$ cat src/rtl/gold_code_pkg.sv
// Shared constants, state encoding and seed helper for the Gold code generator.
package gold_code_pkg;

   localparam int SEED_W  = 6;
   localparam int SEQ_LEN = 63;

   localparam logic [SEED_W-1:0] TAPS_A_DEF   = 6'b000011;
   localparam logic [SEED_W-1:0] TAPS_B_DEF   = 6'b100111;
   localparam logic [SEED_W-1:0] DEFAULT_SEED = 6'b000001;

   typedef enum logic {LOAD, RUN} state_t;

   // An all-zero LFSR never leaves zero, so it is swapped for a legal seed.
   function automatic logic [SEED_W-1:0] safe_seed(input logic [SEED_W-1:0] s);
      return (s == '0) ? DEFAULT_SEED : s;
   endfunction

endpackage

$ cat src/rtl/m_sequence_gen.sv
// Parameterized 6-stage Fibonacci LFSR producing one m-sequence bit per shift.
module m_sequence_gen
   import gold_code_pkg::*;
#(
   parameter logic [SEED_W-1:0] TAPS = TAPS_A_DEF
) (
   input  logic              clk,
   input  logic              rst,
   input  logic              load,
   input  logic [SEED_W-1:0] seed,
   input  logic              shift,
   output logic              out
);

   logic [SEED_W-1:0] s;

   always_ff @(posedge clk or posedge rst) begin
      if (rst) begin
         s <= DEFAULT_SEED;
      end else if (load) begin
         s <= seed;
      end else if (shift) begin
         s <= {^(s & TAPS), s[SEED_W-1:1]};
      end
   end

   assign out = s[0];

endmodule

$ cat src/rtl/gold_code_top.sv
// Gold chip generator: two m-sequences XORed, reseeded every 63 chips.
// Optional GOLD_MSEQ_DEBUG_EN exposes the registered generator bits.
module gold_code_top
   import gold_code_pkg::*;
#(
   parameter logic [SEED_W-1:0] TAPS_A = TAPS_A_DEF,
   parameter logic [SEED_W-1:0] TAPS_B = TAPS_B_DEF
) (
   input  logic              clkin,
   input  logic              rstn,
   input  logic [SEED_W-1:0] code1,
   input  logic [SEED_W-1:0] code2,
   output logic              ready,
`ifdef GOLD_MSEQ_DEBUG_EN
   output logic              mseq_a,
   output logic              mseq_b,
`endif
   output logic              code_gold
);

   localparam logic [SEED_W-1:0] LAST = SEED_W'(SEQ_LEN - 1);

   state_t            state;
   state_t            nxt;
   logic [SEED_W-1:0] cnt;
   logic              load;
   logic              shift;
   logic              a_out;
   logic              b_out;
   logic [SEED_W-1:0] seed_a;
   logic [SEED_W-1:0] seed_b;

   assign seed_a = safe_seed(code1);
   assign seed_b = safe_seed(code2);

   always_ff @(posedge clkin or posedge rstn) begin
      if (rstn) begin
         state <= LOAD;
         cnt   <= '0;
      end else begin
         state <= nxt;
         if (load || cnt == LAST) begin
            cnt <= '0;
         end else if (shift) begin
            cnt <= cnt + 1'b1;
         end
      end
   end

   always_comb begin
      nxt   = state;
      load  = 1'b0;
      shift = 1'b0;
      ready = 1'b0;
      unique case (state)
         LOAD: begin
            ready = 1'b1;
            load  = 1'b1;
            nxt   = RUN;
         end
         RUN: begin
            shift = 1'b1;
            if (cnt == LAST) begin
               nxt = LOAD;
            end
         end
         default: nxt = LOAD;
      endcase
   end

   always_ff @(posedge clkin or posedge rstn) begin
      if (rstn) begin
         code_gold <= 1'b0;
      end else if (shift) begin
         code_gold <= a_out ^ b_out;
      end
   end

`ifdef GOLD_MSEQ_DEBUG_EN
   always_ff @(posedge clkin or posedge rstn) begin
      if (rstn) begin
         mseq_a <= 1'b0;
         mseq_b <= 1'b0;
      end else if (shift) begin
         mseq_a <= a_out;
         mseq_b <= b_out;
      end
   end
`endif

   m_sequence_gen #(.TAPS(TAPS_A)) u_gen_a (
      .clk  (clkin),
      .rst  (rstn),
      .load (load),
      .seed (seed_a),
      .shift(shift),
      .out  (a_out)
   );

   m_sequence_gen #(.TAPS(TAPS_B)) u_gen_b (
      .clk  (clkin),
      .rst  (rstn),
      .load (load),
      .seed (seed_b),
      .shift(shift),
      .out  (b_out)
   );

endmodule

$ cat config.mk
export PLATFORM = sky130hd
export DESIGN_NAME = gold_code_top
export DESIGN_NICKNAME = d
export VERILOG_FILES = /design/src/rtl/gold_code_pkg.sv /design/src/rtl/m_sequence_gen.sv /design/src/rtl/gold_code_top.sv
export SDC_FILE = /design/constraint.sdc
export NUM_CORES = 1
export LEC_CHECK = 0
export ABC_AREA = 0
export BUFFER_PORTS_ARGS = -buffer_cell sky130_fd_sc_hd__buf_2
export CORE_ASPECT_RATIO = 1.1
export CORE_MARGIN = 3
export CORE_UTILIZATION = 56
export DETAILED_ROUTE_END_ITERATION = 12
export PLACE_DENSITY = 0.78
export SLEW_MARGIN = 20
export SYNTH_ARGS = -nofsm -noshare
export SYNTH_HDL_FRONTEND = slang
export SYNTH_SLANG_ARGS = --single-unit
$ cat constraint.sdc
create_clock -name clkin -period 3.3 [get_ports clkin]
set_input_delay 0.66 -clock clkin [delete_from_list [all_inputs] [get_ports clkin]]
set_output_delay 0.66 -clock clkin [all_outputs]
set_load 0.01 [all_outputs]
==> reports/qor.txt <==
Gpl congestion - 0.6868
Post-synth net total - 88
Clock Tree Root - clkbuf_4
Final WL - 1287 um
Largest family of logic cells by synthesized area - multiplexers
Gr ovfl total - 0
DR vias/cell - 5.269
Remaining DRCs - 0
CP endpoint kind - primary output
Worst Hold Class - primary input to async pin
Status - finished, final reports clean
Die X - 43.19 um
Final TNS setup - 0 ns
First-pass GRT wire length - 2056 um
Cts hold-fix bufs - 0
Crit path kind - flop to primary output
Post-synthesis mux area share - 10.57%
Initial antenna violation count - 0
Tcrit/Tclk final - 61.46%
CTS H-tree lvls - 1
Mapped Cells - 72
Fmax - 0.4930 GHz
Final setup fails - 0
Io pins - 16
Vias in the first global route - 528
Sequential area share after synthesis - 59.03%
# nets final - 106
Total GRT Usage - 14.06%
Clock Skews - 0.002639 ns
# Post-CTS Setup Buffers - 0
Site row count - 14
Antenna fix cells - 0
Data arrival time of the critical path - 1.37 ns
Flops & latches, synth - 20
Slew headroom - 52.54%
Total of max-cap violations - 0
Distinct cells, synth - 17
Core Util, Final - 68.48%
Routed WL per cell - 12.38 um
Crit path time final - 2.028 ns
Clock latency on the worst-skew pair - 0.29 ns
Max Transition Viols Final - 0
Crit Path Max Fanout - 18
Compound-Gate Fraction of Synth Area - 6.461%
Syn-to-layout area delta - 12.63%
Synth Area in Simple Gates - 10.28%
Die area - 2026 um^2
Vias - 548
Max Root-Sink Buffers - 2
Initial Util - 60.80%
Drt first pass iters - 2
Synth warn - 0
Final ANT Viol Nets - 0
Maximum VDD drop - 417.8 uV
Adder-Cell Fraction of Synth Area - 2.937%
Largest net degree at the start of global routing - 21
Die Ht - 46.91 um
Syn Area/Cell - 11.83 um^2
Cell Pwr Density - 695.2 nW/um^2
Unrepaired setup endpoints after global routing - no
Crit start category - flop
Port bufs - 15
XOR/XNOR Fraction of Synth Area - 8.223%
Layout cells sized above 1 - 31.82%
Core region area - 1401 um^2
CTS tree - built
Initial detailed-routing violation count - 1
Slew at the pin closest to its max-slew limit - 0.7111 ns
Clock slew at reported path FFs - 0.10 ns
Clk sinks - 20
CP Data Required Time - 2.64 ns
Post_cts resized - 0
Synthesized area - 852.1 um^2
Pleak - 0.4287 nW
Num CTS Buffers - 3
Final hold violations - 0
==> kinds of logic (layout without fill, tap and decap cells) <==
family | count (synthesis) | in the layout
simple gates | 19 | 19
xor+xnor | 8 | 8
fa+ha+maj | 2 | 2
flops | 20 | 20
mux | 8 | 8
buf+inv | 5 | 21
compound gates | 10 | 10
==> power by group <==
group	internal [W]	switching (W)
logic	0.000116	0.0000657
registers	0.000338	0.0000400
clock network	0.0000424	0.0000644
total	0.000497	0.000170
==> routing by layer <==
layer  track usage (%)  routed length, um  vias up
met1             17.37                598      256
met2             23.30                633        7
met5                 0                  0        -
li1                  -                  -      281
met4             9.036                 24        0
met3             2.299                 31        4
==> flip-flops by register name (all words and copies together) (netlist names) <==
| register | flops |
|---|---|
| code_gold | 1 |
| u_gen_b.s | 6 |
| state | 1 |
| u_gen_a.s | 6 |
| cnt | 6 |
==> cell usage after synthesis, drive strengths merged <==
cell | n | share of area (%)
xnor2 | 6 | 6.2
dfstp | 2 | 6.2
inv | 3 | 1.3
a21oi | 4 | 2.3
xor2 | 2 | 2.1
ha | 2 | 2.9
buf | 2 | 1.2
o21a | 2 | 1.8
or4 | 2 | 1.8
nor2 | 10 | 4.4
mux2 | 8 | 11
dfrtp | 18 | 53
nand3 | 3 | 1.8
o21ai | 4 | 2.3
or3 | 2 | 1.5
nand2 | 2 | 0.88
==> layout by cell type, fill, tap and decap left out, types with 3 or more instances in the layout <==
cell type  netlist  routed
buf_2            2      15
nor2_1          10      10
o21ai_1          3       3
inv_1            3       3
a21oi_1          4       4
xnor2_1          6       6
nand3_1          3       3
mux2_2           8       8
clkbuf_4         0       3
dfrtp_1         18      18
==> critical path, cell delays in order, from the launching register on <==
cell and delay, ns:
dfrtp_1 0.71, inv_1 0.19, buf_2 0.18
==> layout make-up <==
class                           instances  area (um^2)
Clock buffer                            3        22.52
Fill cell                             116        441.7
Inverter                                3        11.26
Multi-Input combinational cell         47        327.8
Sequential cell                        20        503.0
Tap cell                               16        20.02
Timing Repair Buffer                   15        75.07
==> path summary, 6_finish.rpt <==
kind / start / to / slack, ns / cells past startpoint
max in group asynchronous: rstn / cnt[5] / 2.38 / 2
min in group clkin: u_gen_a.s[4] / u_gen_a.s[3] / 0.48 / 1
setup / recovery: state / ready / 1.27 / 2
hold reg to reg: u_gen_a.s[4] / u_gen_a.s[3] / 0.48 / 1
setup reg to reg: state / state / 1.90 / 2
hold / removal: rstn / cnt[4] / 0.47 / 2
==> metrics by stage <==
step	worst slack, ns	cells	hold slack (ns)	total power (W)	instance area, um^2
after floorplan	1.841	72	0.4542	0.0005241	852.1
after global placement	1.618	101	0.4583	0.0005613	937.1
after detailed placement	1.575	101	0.4623	0.0005693	937.1
after CTS	1.260	104	0.4873	0.0006766	959.7
after global routing	1.161	104	0.5104	0.0007037	959.7
final	1.272	104	0.4685	0.0006672	959.7
Note: power is estimated with default switching activity, not from simulation.
